$ cat config.mk
export PLATFORM = sky130hd
export DESIGN_NAME = jpeg_frame_wrapper
export DESIGN_NICKNAME = d
export VERILOG_FILES = /design/src/rtl/jpeg_frame_wrapper.sv
export SDC_FILE = /design/constraint.sdc
export NUM_CORES = 1
export LEC_CHECK = 0
export BUFFER_PORTS_ARGS = -buffer_cell sky130_fd_sc_hd__buf_2
export CAP_MARGIN = 10
export CORE_MARGIN = 4
export CORE_UTILIZATION = 32
export DETAILED_ROUTE_END_ITERATION = 8
export GPL_TIMING_DRIVEN = 0
export PLACE_DENSITY = 0.48
export SLEW_MARGIN = 5
export SYNTH_ARGS = -nofsm -noshare
export SYNTH_HDL_FRONTEND = slang
export SYNTH_SLANG_ARGS = --single-unit
$ cat constraint.sdc
create_clock -name clock -period 3.9 [get_ports clock]
set_clock_uncertainty 0.15 [all_clocks]
set_input_delay 0.78 -clock clock [delete_from_list [all_inputs] [get_ports clock]]
set_output_delay 0.78 -clock clock [all_outputs]
set_load 0.005 [all_outputs]
$ cat src/rtl/jpeg_frame_wrapper.sv
// -----------------------------------------------------------------------------
// jpeg_frame_wrapper
//
// Wraps one compressed frame from jfpjc into a complete JFIF byte stream:
//   header bytes from the header EBR, with a 64-byte quantization table from
//   the quant EBR spliced in at QUANT_OFFSET, then the buffered scan bytes,
//   then the EOI marker 0xFF 0xD9. The output is a single registered byte
//   slot with valid/ready backpressure.
//
// Optional feature macro: JPEG_FRAME_BYTE_COUNT_EN
//   defined   -> frame_bytes reports the total bytes (EOI included) of the
//                last completed frame, updated on the frame_done cycle.
//   undefined -> frame_bytes is tied to zero.
//
// Ports:
//   clock, nreset          clock, asynchronous active-low reset
//   frame_start            one-cycle pulse, starts a frame (ignored unless idle)
//   frame_end              one-cycle pulse, compressor has sent its last byte
//   in_valid, in_data      compressor byte strobe and byte (jfpjc hsync/data_out)
//   header_ebr_*           header EBR read port (dout valid 1 cycle after ren)
//   quant_ebr_*            quant-table EBR read port (dout valid 1 cycle after ren)
//   out_valid/ready/data   output byte stream to the downstream sink
//   frame_done             one-cycle pulse after 0xD9 is accepted
//   overflow               sticky, a scan byte was dropped this frame
//   busy                   a frame is in progress
//   frame_bytes            byte count of the last frame (see macro above)
//
// The EBRs are assumed to hold their last read data while ren is low; a
// header read whose byte cannot enter the stalled slot simply waits on dout.
// -----------------------------------------------------------------------------
module jpeg_frame_wrapper #(
    parameter int HEADER_LEN   = 328,
    parameter int HEADER_AW    = 9,
    parameter int QUANT_OFFSET = 25,
    parameter int DATA_W       = 8,
    parameter int FIFO_DEPTH   = 16
) (
    input  logic                 clock,
    input  logic                 nreset,
    input  logic                 frame_start,
    input  logic                 frame_end,
    input  logic                 in_valid,
    input  logic [DATA_W-1:0]    in_data,
    output logic [HEADER_AW-1:0] header_ebr_raddr,
    output logic                 header_ebr_ren,
    input  logic [DATA_W-1:0]    header_ebr_dout,
    output logic [5:0]           quant_ebr_raddr,
    output logic                 quant_ebr_ren,
    input  logic [DATA_W-1:0]    quant_ebr_dout,
    output logic                 out_valid,
    input  logic                 out_ready,
    output logic [DATA_W-1:0]    out_data,
    output logic                 frame_done,
    output logic                 overflow,
    output logic                 busy,
    output logic [31:0]          frame_bytes
);

    localparam int IW        = HEADER_AW + 1;   // index width, can hold HEADER_LEN
    localparam int FAW       = $clog2(FIFO_DEPTH);
    localparam int QUANT_LEN = 64;

    generate
        if (DATA_W != 8) begin : g_bad_data_w
            $error("jpeg_frame_wrapper: DATA_W must be 8");
        end
        if (FIFO_DEPTH < 2 || (FIFO_DEPTH & (FIFO_DEPTH - 1)) != 0) begin : g_bad_depth
            $error("jpeg_frame_wrapper: FIFO_DEPTH must be a power of two >= 2");
        end
    endgenerate

    typedef enum logic [2:0] {
        IDLE,
        HDR,
        BODY,
        EOI0,
        EOI1
    } state_t;

    state_t              state;
    logic [IW-1:0]       issue_idx;     // next header index to read
    logic                rd_pend;       // a header/quant read is waiting to enter the slot
    logic                rd_quant;      // source of the pending read (pipelined select)
    logic                end_latch;     // frame_end seen during this frame

    logic                slot_free;
    logic                xfer;
    logic                start_frame;
    logic [IW-1:0]       rd_idx;
    logic                in_quant;
    logic                hdr_load;
    logic                hdr_issue;
    logic [DATA_W-1:0]   hdr_byte;

    // Scan FIFO: pointers carry one extra MSB to tell full from empty.
    logic [DATA_W-1:0]   fifo_mem [FIFO_DEPTH];
    logic [FAW:0]        wr_ptr;
    logic [FAW:0]        rd_ptr;
    logic                fifo_empty;
    logic                fifo_full;
    logic                fifo_push;
    logic                fifo_pop;
    logic                in_drop;

    always_comb begin
        slot_free   = !out_valid || out_ready;
        xfer        = out_valid && out_ready;
        start_frame = (state == IDLE) && frame_start;

        // The read for header byte 0 is issued on the frame_start cycle itself,
        // so the first byte reaches the slot two cycles after frame_start.
        rd_idx   = (state == IDLE) ? '0 : issue_idx;
        in_quant = (rd_idx >= IW'(QUANT_OFFSET)) &&
                   (rd_idx <  IW'(QUANT_OFFSET + QUANT_LEN));

        // A pending read enters the slot only when the slot is free; a new read
        // is issued only when no read is pending or the pending one leaves now,
        // so dout is never overwritten before it has been used.
        hdr_load  = (state == HDR) && rd_pend && slot_free;
        hdr_issue = start_frame ||
                    ((state == HDR) && (issue_idx < IW'(HEADER_LEN)) &&
                     (!rd_pend || hdr_load));

        header_ebr_ren   = hdr_issue && !in_quant;
        quant_ebr_ren    = hdr_issue && in_quant;
        header_ebr_raddr = header_ebr_ren ? rd_idx[HEADER_AW-1:0] : '0;
        quant_ebr_raddr  = quant_ebr_ren ? 6'(rd_idx - IW'(QUANT_OFFSET)) : '0;
        hdr_byte         = rd_quant ? quant_ebr_dout : header_ebr_dout;

        fifo_empty = (wr_ptr == rd_ptr);
        fifo_full  = (wr_ptr[FAW] != rd_ptr[FAW]) &&
                     (wr_ptr[FAW-1:0] == rd_ptr[FAW-1:0]);
        fifo_pop   = (state == BODY) && !fifo_empty && slot_free;
        // A push into a full FIFO still succeeds when a pop frees a slot now.
        fifo_push  = in_valid && ((state == HDR) || (state == BODY)) &&
                     (!fifo_full || fifo_pop);
        in_drop    = in_valid && !fifo_push;
    end

    assign busy = (state != IDLE);

    // NOTE: storage arrays carry no reset; the pointers alone define contents.
    always_ff @(posedge clock) begin
        if (fifo_push) begin
            fifo_mem[wr_ptr[FAW-1:0]] <= in_data;
        end
    end

    always_ff @(posedge clock or negedge nreset) begin
        if (!nreset) begin
            wr_ptr <= '0;
            rd_ptr <= '0;
        end else if (start_frame) begin
            wr_ptr <= '0;
            rd_ptr <= '0;
        end else begin
            if (fifo_push) wr_ptr <= wr_ptr + 1'b1;
            if (fifo_pop)  rd_ptr <= rd_ptr + 1'b1;
        end
    end

    // NOTE: all state here uses non-blocking assignments so every branch sees
    // the pre-edge values, which the slot/read handshake depends on.
    always_ff @(posedge clock or negedge nreset) begin
        if (!nreset) begin
            state      <= IDLE;
            issue_idx  <= '0;
            rd_pend    <= 1'b0;
            rd_quant   <= 1'b0;
            end_latch  <= 1'b0;
            out_valid  <= 1'b0;
            out_data   <= '0;
            frame_done <= 1'b0;
            overflow   <= 1'b0;
        end else begin
            frame_done <= 1'b0;
            // An accepted byte empties the slot unless a new byte loads below.
            if (xfer) out_valid <= 1'b0;

            if (start_frame)  overflow <= 1'b0;
            else if (in_drop) overflow <= 1'b1;

            case (state)
                IDLE: begin
                    if (start_frame) begin
                        state     <= HDR;
                        issue_idx <= IW'(1);
                        rd_pend   <= 1'b1;
                        rd_quant  <= in_quant;
                        end_latch <= 1'b0;
                    end
                end

                HDR: begin
                    if (frame_end) end_latch <= 1'b1;
                    if (hdr_load) begin
                        out_valid <= 1'b1;
                        out_data  <= hdr_byte;
                    end
                    if (hdr_issue) begin
                        issue_idx <= issue_idx + 1'b1;
                        rd_pend   <= 1'b1;
                        rd_quant  <= in_quant;
                    end else if (hdr_load) begin
                        rd_pend   <= 1'b0;
                    end
                    // Everything issued and loaded, and the slot drains now.
                    if ((issue_idx == IW'(HEADER_LEN)) && !rd_pend && slot_free) begin
                        state <= BODY;
                    end
                end

                BODY: begin
                    if (frame_end) end_latch <= 1'b1;
                    if (fifo_pop) begin
                        out_valid <= 1'b1;
                        out_data  <= fifo_mem[rd_ptr[FAW-1:0]];
                    end else if (end_latch && fifo_empty && slot_free) begin
                        state <= EOI0;
                    end
                end

                EOI0: begin
                    if (!out_valid) begin
                        out_valid <= 1'b1;
                        out_data  <= 8'hFF;
                    end else if (out_ready) begin
                        out_valid <= 1'b1;
                        out_data  <= 8'hD9;
                        state     <= EOI1;
                    end
                end

                EOI1: begin
                    if (xfer) begin
                        frame_done <= 1'b1;
                        state      <= IDLE;
                    end
                end

                default: state <= IDLE;
            endcase
        end
    end

`ifdef JPEG_FRAME_BYTE_COUNT_EN
    logic [31:0] byte_cnt;

    always_ff @(posedge clock or negedge nreset) begin
        if (!nreset) begin
            byte_cnt    <= '0;
            frame_bytes <= '0;
        end else begin
            if (start_frame)  byte_cnt <= '0;
            else if (xfer)    byte_cnt <= byte_cnt + 32'd1;
            // The accepted 0xD9 is counted here, one ahead of byte_cnt.
            if ((state == EOI1) && xfer) frame_bytes <= byte_cnt + 32'd1;
        end
    end
`else
    assign frame_bytes = '0;
`endif

endmodule

# After elaboration in Yosys (flattened, before gate mapping)
# Memory sizes are Yosys's and may differ from the RTL's.
# Cells that the tools add are included.
# W data, S select, Z words.
# totals
wordCells,130
memories,1
reg_bits,37
input_bits,30
mem_bits_rw,128
output_inout_bits,61
# mem_list
memory,depth,width,read_ports,rd_clocked_by_memory_dff,wr,line_no,rtl
fifo_mem,16,8,1,0,1,96,logic [DATA_W-1:0] fifo_mem [FIFO_DEPTH];
# classes
n_lt_le_gt_ge,3
n_eq_ne,21
n_addsub,4
reduce_logical,44
n_mux,46
# op_table
op,count
$mux W8,5
$mux W10,3
$pmux W8 S3,1
$mux W3,7
$mux W5,4
$pmux W10 S2,1
$logic_and A1 B1 Y1,19
$mux W1,18
$ne A2 B2 Y1 const B,8
$pmux W3 S5,1
$add A10 B1 Y10 const B,1
$add A5 B1 Y5 const B,2
$eq A10 B9 Y1 const B,1
$ge A10 B5 Y1 const B,1
$lt A10 B7 Y1 const B,1
$lt A10 B9 Y1 const B,1
$reduce_bool A2 Y1,5
$mux W9,1
$reduce_and A3 Y1,3
$reduce_and A7 Y1,1
$eq A3 B2 Y1 const B,2
$logic_not A1 Y1,6
$mux W6,1
$ne A2 B1 Y1 const B,3
other kinds (14),22

# Longest topological paths before layout
# Gate-level depths: netlist (run 1).
# logic_depth
word_depth,10
depth_mapped,10
mapped_depth_nobuf,10

# Least setup slack after synthesis (run 1)
# Ideal clock, no wire load.
# synth_timing
path_kind,reg2out
from,reg state[2]
to,out header_ebr_raddr[2]
slack_ps,737
n_path_buf,0
arrival_time_ps,2233
path_stages_with_launch,11
t_required_ps,2970
path_cell_list,dfrtp_1 -> nor3_2 -> inv_2 -> nand2_1 -> inv_1 -> ha_1 -> or3b_1 -> a311oi_1 -> a211oi_2 -> nor3_2 -> and2_1
# synth_via
elab_chain_cells,8
elab_cells_between_ends,16
cone_classes,order compare: 2; eq/ne: 1; mux: 2; reduce/logical: 11
# synth_rtl
element,line_no,rtl
"start, declared",80,state_t state;
"start signal, assigned",166,state <= IDLE;
"start signal, assigned",186,state <= HDR;
"start signal, assigned",209,state <= BODY;
"parallel branches: the longest is 7 deep, another holds $ge A10 B5 Y1",n/a,
$mux W9 *,126,header_ebr_raddr = header_ebr_ren ? rd_idx[HEADER_AW-1:0] : '0;
"end, declared",44,"output logic [HEADER_AW-1:0] header_ebr_raddr,"
# Mark *: on every way between the ends.

# Worst setup path in the final report (run 1)
# layout_timing
from,reg state[0]
to,out header_ebr_raddr[7]
# The elaborated chain is that of the path after synthesis.

==> impl_metrics.toml, run 1 <==
[global_routing]
grt_first_pass_wirelength_mm = 27.90
overflow = 0
grt_pass1_vias = 4660
gr-usage-all-layers = 0.1413
antenna_found_initial = 0
grt_max_degree = 38

[synthesis]
yosys.area.top_type = "edfxtp_1"
synth.avg_cell_area_um2 = 14.51
async_flop_share = 0.2242
netlist.area_leader.share = 0.5027
syn_area_um2 = 7646
synth_cell_types = 63
yosysWarnings = 0
synthFlopType = "edfxtp_1"
synth_area_leaders = "edfxtp_1 (50%), dfrtp_1 (12%), mux4_2 (9.4%), buf_4 (3.7%), mux2i_1 (2.4%)"
syn_inst = 527
synth-edff-count = 128
seq_area_frac_synth = 0.6238
ys_seq_elements = 165

[layout]
nFillCells = 2252
multi_input_area_um2 = 2565
nNetsFinal = 678
syn2layout_area_growth_pct = 18.88
drive_gt1_frac = 0.3113
ff_latch_area_um2 = 4770
final_common_cell = "edfxtp_1"
final_cell_mix = "edfxtp_1 (128), buf_2 (69), buf_4 (42), nor2_1 (41), dfrtp_1 (37)"
diodes = 0
fin_cells = 971

[worst_setup_path]
cp-start-kind = "flop"
crit_path_max_incr_delay_ns = 0.42
worstPathMaxFanout = 7
timing.rr.start = "state[0]$_DFFE_PN0P_"
crit_path_end_kind = "output port"
reg2reg_slack_ns = 0.79
crit_path_cell_trace = "nor3_4 > inv_2 > nand2_1 > inv_1 > ha_1 > or3b_1 > a311oi_2 > a211oi_2 > nor3_2 > buf_4 > and2_1 > buf_2"
worstPathArrival_ns = 2.83
reg2reg_depth = 7
rr_endpoint = "fifo_mem[10][2]$_DFFE_PP_"
crit_end = "header_ebr_raddr[7]"
worst_path_max_delay_cell = "dfrtp_1"
startpoint = "state[0]$_DFFE_PN0P_"
critPathKind = "flop to output port"
worstPathRequired_ns = 2.97

[sta]
setup_viol_count_final = 0
period_share = 0.9636
setup_tns_ns = 0
max_freq_mhz = 266.1
slew_violations = 0
hold_viol = 0
layout_min_cycle_time_ns = 3.758
tightest_slew_ns = 1.016
max_slew_margin = 0.3224
rsz0062_at_grt = "false"

[route]
drc = 0
drtIter0Drc = 262
drtPass1Iterations = 4
wl_mm = 18.20
wl_per_cell_um = 18.74
ant_nets = 0
drt-vias-per-instance = 4.771
num_vias = 4633

[floorplan]
ios = 91
die_y_um = 162.6
row_count = 56
die-area_um2 = 26430
start_util = 0.3257
die_width_um = 162.6
core-area_um2 = 23470

[clocking]
cts-root-buf = "clkbuf_16"
cts_max_level = 4
cts_tree = "built"
cts.sinks = 165
holdBufCountCts = 0
clk_pin_slew_worst_paths_ns = 0.07
cts_made_buffers = 17
cts_buffer_depth = 2
worstSkewPairLatency_ns = 0.43

[power_and_ir_drop]
p_comb_frac = 0.360
internal_power_w = 0.003875
leakage_nw = 3.387
sw_frac_of_total = 0.3621
power_frac_seq = 0.371
switchingPower_w = 0.002199
power_density_nw_per_um2 = 668.3
pwr-share-clk = 0.269
peakVddDrop_uv = 353.1

[status]
status = "complete, no violations"

[placement]
gp_congestion = 0.8060
port_buffers = 58
post-dp-hpwl_mm = 13.10
dp.cells = 935

[worst_hold_path]
hold_path.class = "primary input to asynchronous set/reset pin"

[job]
timing.max_cap.violations = 0
-- what timing repair did --
item | CTS | global route
setup endpoints to repair | 14 | 6
resized for setup | 2 | 0
pin swaps | 2 | 3
setup buffers | 2 | 2
-- worst max-delay path, delay by kind of cell, from the launching register on --
family | cells | cell delay (ns)
buffers and inverters | 4 | 0.44
AND/OR/NAND/NOR | 5 | 1.02
flip-flops | 1 | 0.42
adder cells (fa/ha/maj) | 1 | 0.17
AO/OA/AOI/OAI | 2 | 0.37
-- worst min path at each step --
stage / from / end / slack, ns / cells past startpoint
after floorplan: nreset / end_latch$_DFFE_PN0P_ / 0.33 / 0
after global placement: overflow$_DFFE_PN0P_ / overflow$_DFFE_PN0P_ / 0.33 / 1
after detailed placement: out_data[7]$_DFFE_PN0P_ / out_data[7]$_DFFE_PN0P_ / 0.35 / 1
after CTS: nreset / issue_idx[5]$_DFFE_PN0P_ / 0.34 / 1
after global routing: nreset / issue_idx[5]$_DFFE_PN0P_ / 0.38 / 1
final: nreset / issue_idx[5]$_DFFE_PN0P_ / 0.31 / 1
-- cells by family (layout without fill, tap and decap cells) --
family                     Yosys count  after routing  share of synthesized area
AOI/OAI and AO/OA                   72             72                    0.07053
and+or+nand+nor                    141            141                    0.09279
muxes                               51             51                     0.1193
buffers and inverters               73            167                    0.06022
other                                1             32                  0.0004904
adders and majority gates            9              9                    0.01473
DFF                                165            165                     0.6238
xor gates and xnor gates            15             15                    0.01816
-- metal layers --
metal,up-vias,GRT usage,share of wire
met4,0,0.03088,0.0070
met5,-,0,0
met3,8,0.03645,0.059
met1,2340,0.1878,0.44
li1,2172,-,-
met2,113,0.2355,0.50
-- area by class of cell --
cell class / count / share of cell area
repair buffers: 62 / 0.03524
clock inverters: 15 / 0.01652
multi-input cells: 320 / 0.2822
well taps: 319 / 0.04391
plain buffers: 60 / 0.04529
clock buffers: 17 / 0.04680
inverters: 13 / 0.005368
flip-flops and latches: 165 / 0.5247
-- state kept, by name (all words and copies together), names as in the netlist --
name / count
rd_ptr: 5
rd_quant: 1
frame_done: 1
wr_ptr: 5
out_data: 8
rd_pend: 1
overflow: 1
issue_idx: 10
end_latch: 1
state: 3
out_valid: 1
fifo_mem: 128
-- cell usage after synthesis (3+ instances only) --
cell and number:
a31o_2 3, nor2b_1 3, nor2_1 41, nand4_1 4, o22ai_1 9, buf_4 38
a31oi_1 6, xor2_1 4, and2_1 7, buf_6 4, a21oi_1 18, a311oi_1 3
nand3_1 8, a41oi_1 3, a22o_1 4, ha_1 9, edfxtp_1 128, dfrtp_1 37
nand2_1 36, or4_1 4, clkbuf_1 7, xnor2_1 10, mux4_2 32, nor3_1 12
nand2b_1 7, mux2i_1 18, o21ai_0 6, inv_1 12, buf_2 11
-- power groups by stage --
stage          Combinational (W)  Clock, W  Sequential (W)
4_1_cts                  0.00220   0.00166         0.00226
5_1_grt                  0.00240   0.00175         0.00228
3_5_place_dp             0.00218         0         0.00229
2_1_floorplan            0.00153         0         0.00225
3_3_place_gp             0.00215         0         0.00228
6_report                 0.00219   0.00163         0.00226
-- stage by stage --
stage | total power [W] | setup slack [ns] | util | instance area, um^2 | hold slack [ns]
after CTS | 0.006125 | 0.002652 | 0.3866 | 9075 | 0.3425
after global placement | 0.004431 | 0.1875 | 0.3601 | 8452 | 0.3250
after global routing | 0.006431 | 0.002447 | 0.3873 | 9090 | 0.3806
final | 0.006075 | 0.1419 | 0.3873 | 9090 | 0.3136
after floorplan | 0.003787 | 0.7371 | - | 7762 | 0.3344
after detailed placement | 0.004469 | 0.2398 | 0.3609 | 8472 | 0.3472
(Power assumes the default switching activity.)
==> run 2: changes to the inputs <==
BUFFER_PORTS_ARGS = -buffer_cell sky130_fd_sc_hd__clkbuf_2   (was -buffer_cell sky130_fd_sc_hd__buf_2)
SETUP_SLACK_MARGIN = 0.3   (was unset)
==> run 2 against run 1 <==
Final cell count unchanged. Total power increased by 1.4%. Design area grew 0.89%. Worst hold slack better by 0.041 ns. Die area unchanged. Flip-flop and latch count did not move. Core utilization up 0.35 points. Wire length is 1.3% higher.
==> impl_metrics.toml, run 2 (synthesized netlist as in run 1, its figures left out) <==
[job]
timing.max_cap.violations = 0

[clocking]
holdBufCountCts = 0
clk_pin_slew_worst_paths_ns = 0.07
cts_buffer_depth = 2
cts.sinks = 165
cts_max_level = 4
cts_made_buffers = 17
cts_tree = "built"
worstSkewPairLatency_ns = 0.42
cts-root-buf = "clkbuf_16"

[global_routing]
grt_max_degree = 38
antenna_found_initial = 0
overflow = 0
grt_pass1_vias = 4679
grt_first_pass_wirelength_mm = 28.33
gr-usage-all-layers = 0.1434

[worst_hold_path]
hold_path.class = "flop to flop"
hold_start = "overflow$_DFFE_PN0P_"

[route]
wl_mm = 18.43
drt-vias-per-instance = 4.777
drtIter0Drc = 256
ant_nets = 0
num_vias = 4638
drtPass1Iterations = 5
drc = 0
wl_per_cell_um = 18.98

[layout]
fin_area_um2 = 9171
final_common_cell = "edfxtp_1"
drive_gt1_frac = 0.3206
diodes = 0
final_cell_mix = "edfxtp_1 (128), clkbuf_2 (56), buf_4 (43), nor2_1 (41), dfrtp_1 (36)"
syn2layout_area_growth_pct = 19.95
largest_register_ffs = 128
multi_input_area_um2 = 2648
nFillCells = 2226
ff_latch_area_um2 = 4771
nNetsFinal = 679

[power_and_ir_drop]
peakVddDrop_uv = 279.4
leakage_nw = 3.382
power_density_nw_per_um2 = 671.3

[floorplan]
core-area_um2 = 23470
ios = 91
die_width_um = 162.6
die-area_um2 = 26430
die_y_um = 162.6
row_count = 56
start_util = 0.3257

[placement]
post-dp-hpwl_mm = 13.21
port_buffers = 58
placed_area_um2 = 8472
dp_slack_ns = 0.2388
gp_congestion = 0.8212

[sta]
period_share = 0.9321
layout_setup_ws_ns = 0.2647
max_freq_mhz = 275.1
setup_viol_count_final = 0
slew_violations = 0
hold_viol = 0
tightest_slew_ns = 1.078
rsz0062_at_grt = "true"
setup_tns_ns = 0
max_slew_margin = 0.2813
layout_min_cycle_time_ns = 3.635

[worst_setup_path]
crit_path_end_kind = "output port"
worstPathRequired_ns = 2.97
worstPathArrival_ns = 2.71
timing.rr.start = "state[2]$_DFFE_PN0P_"
critPathKind = "flop to output port"
worstPathMaxFanout = 4
startpoint = "state[0]$_DFFE_PN0P_"
cp-start-kind = "flop"

[status]
status = "complete, no violations"
-- run 2: changes by cell type in the layout (fill, tap and decap cells not counted), sizes merged --
cell,delta
buf,-55
clkinv,-1
bufinv,+1
clkbuf,+57
inv,-2
-- run 2: repair_timing --
action,in CTS,in global routing
setup endpoints to repair,16,16
pin swaps,10,2
buffers inserted,5,0
gates cloned,0,0
resized for setup,14,7
-- run 2: where the power goes --
part,internal (W),leakage [nW],switching (W),total [W]
clock,0.000896,0.274,0.000730,0.00163
sequential,0.00212,1.62,0.000146,0.00227
combinational,0.000942,1.49,0.00132,0.00226
total,0.00396,3.38,0.00219,0.00616
-- run 2: stage by stage --
step	cells	hold slack [ns]	power, W	util
3_3_place_gp	935	0.3299	0.004434	0.3601
6_report	971	0.3548	0.006157	0.3907
5_1_grt	971	0.3798	0.006534	0.3907
4_1_cts	971	0.3681	0.006196	0.3892
3_5_place_dp	935	0.3526	0.004480	0.3609
2_1_floorplan	558	0.3344	0.003787	-
-- run 2: routing by layer --
layer | wire, um | GRT usage
met5 | 0 | 0
met4 | 190 | 0.03507
met1 | 7872 | 0.1910
met2 | 9149 | 0.2395
met3 | 1214 | 0.03366
-- run 2: area by class of cell --
| class | count | share of cell area |
|---|---|---|
| clock buffer | 18 | 0.04679 |
| sequential | 165 | 0.5202 |
| buffer | 60 | 0.04488 |
| multi-input combinational | 320 | 0.2887 |
| tap | 319 | 0.04352 |
| timing repair buffer | 63 | 0.03574 |
| clock inverter | 13 | 0.01460 |
| inverter | 13 | 0.005593 |
-- run 2: critical path, stage by stage, from the launching register on --
cell and delay [ns]:
dfrtp_1 0.42, nor3_4 0.25, inv_2 0.10, nand2_4 0.11, inv_4 0.05, ha_4 0.14, or3b_4 0.40, a311oi_4 0.26
a211oi_4 0.09, buf_4 0.19, nor3_1 0.14, clkbuf_2 0.15
-- run 2: path summary, 6_finish.rpt --
kind / depth (start not counted) / end / slack (ns)
setup reg to reg: 6 / fifo_mem[8][3]$_DFFE_PP_ / 0.89
hold reg to reg: 1 / overflow$_DFFE_PN0P_ / 0.35
min in group asynchronous: 1 / issue_idx[5]$_DFFE_PN0P_ / 0.36
hold / removal: 1 / overflow$_DFFE_PN0P_ / 0.35
max in group asynchronous: 1 / state[1]$_DFFE_PN0P_ / 2.54
setup / recovery: 11 / header_ebr_raddr[0] / 0.26
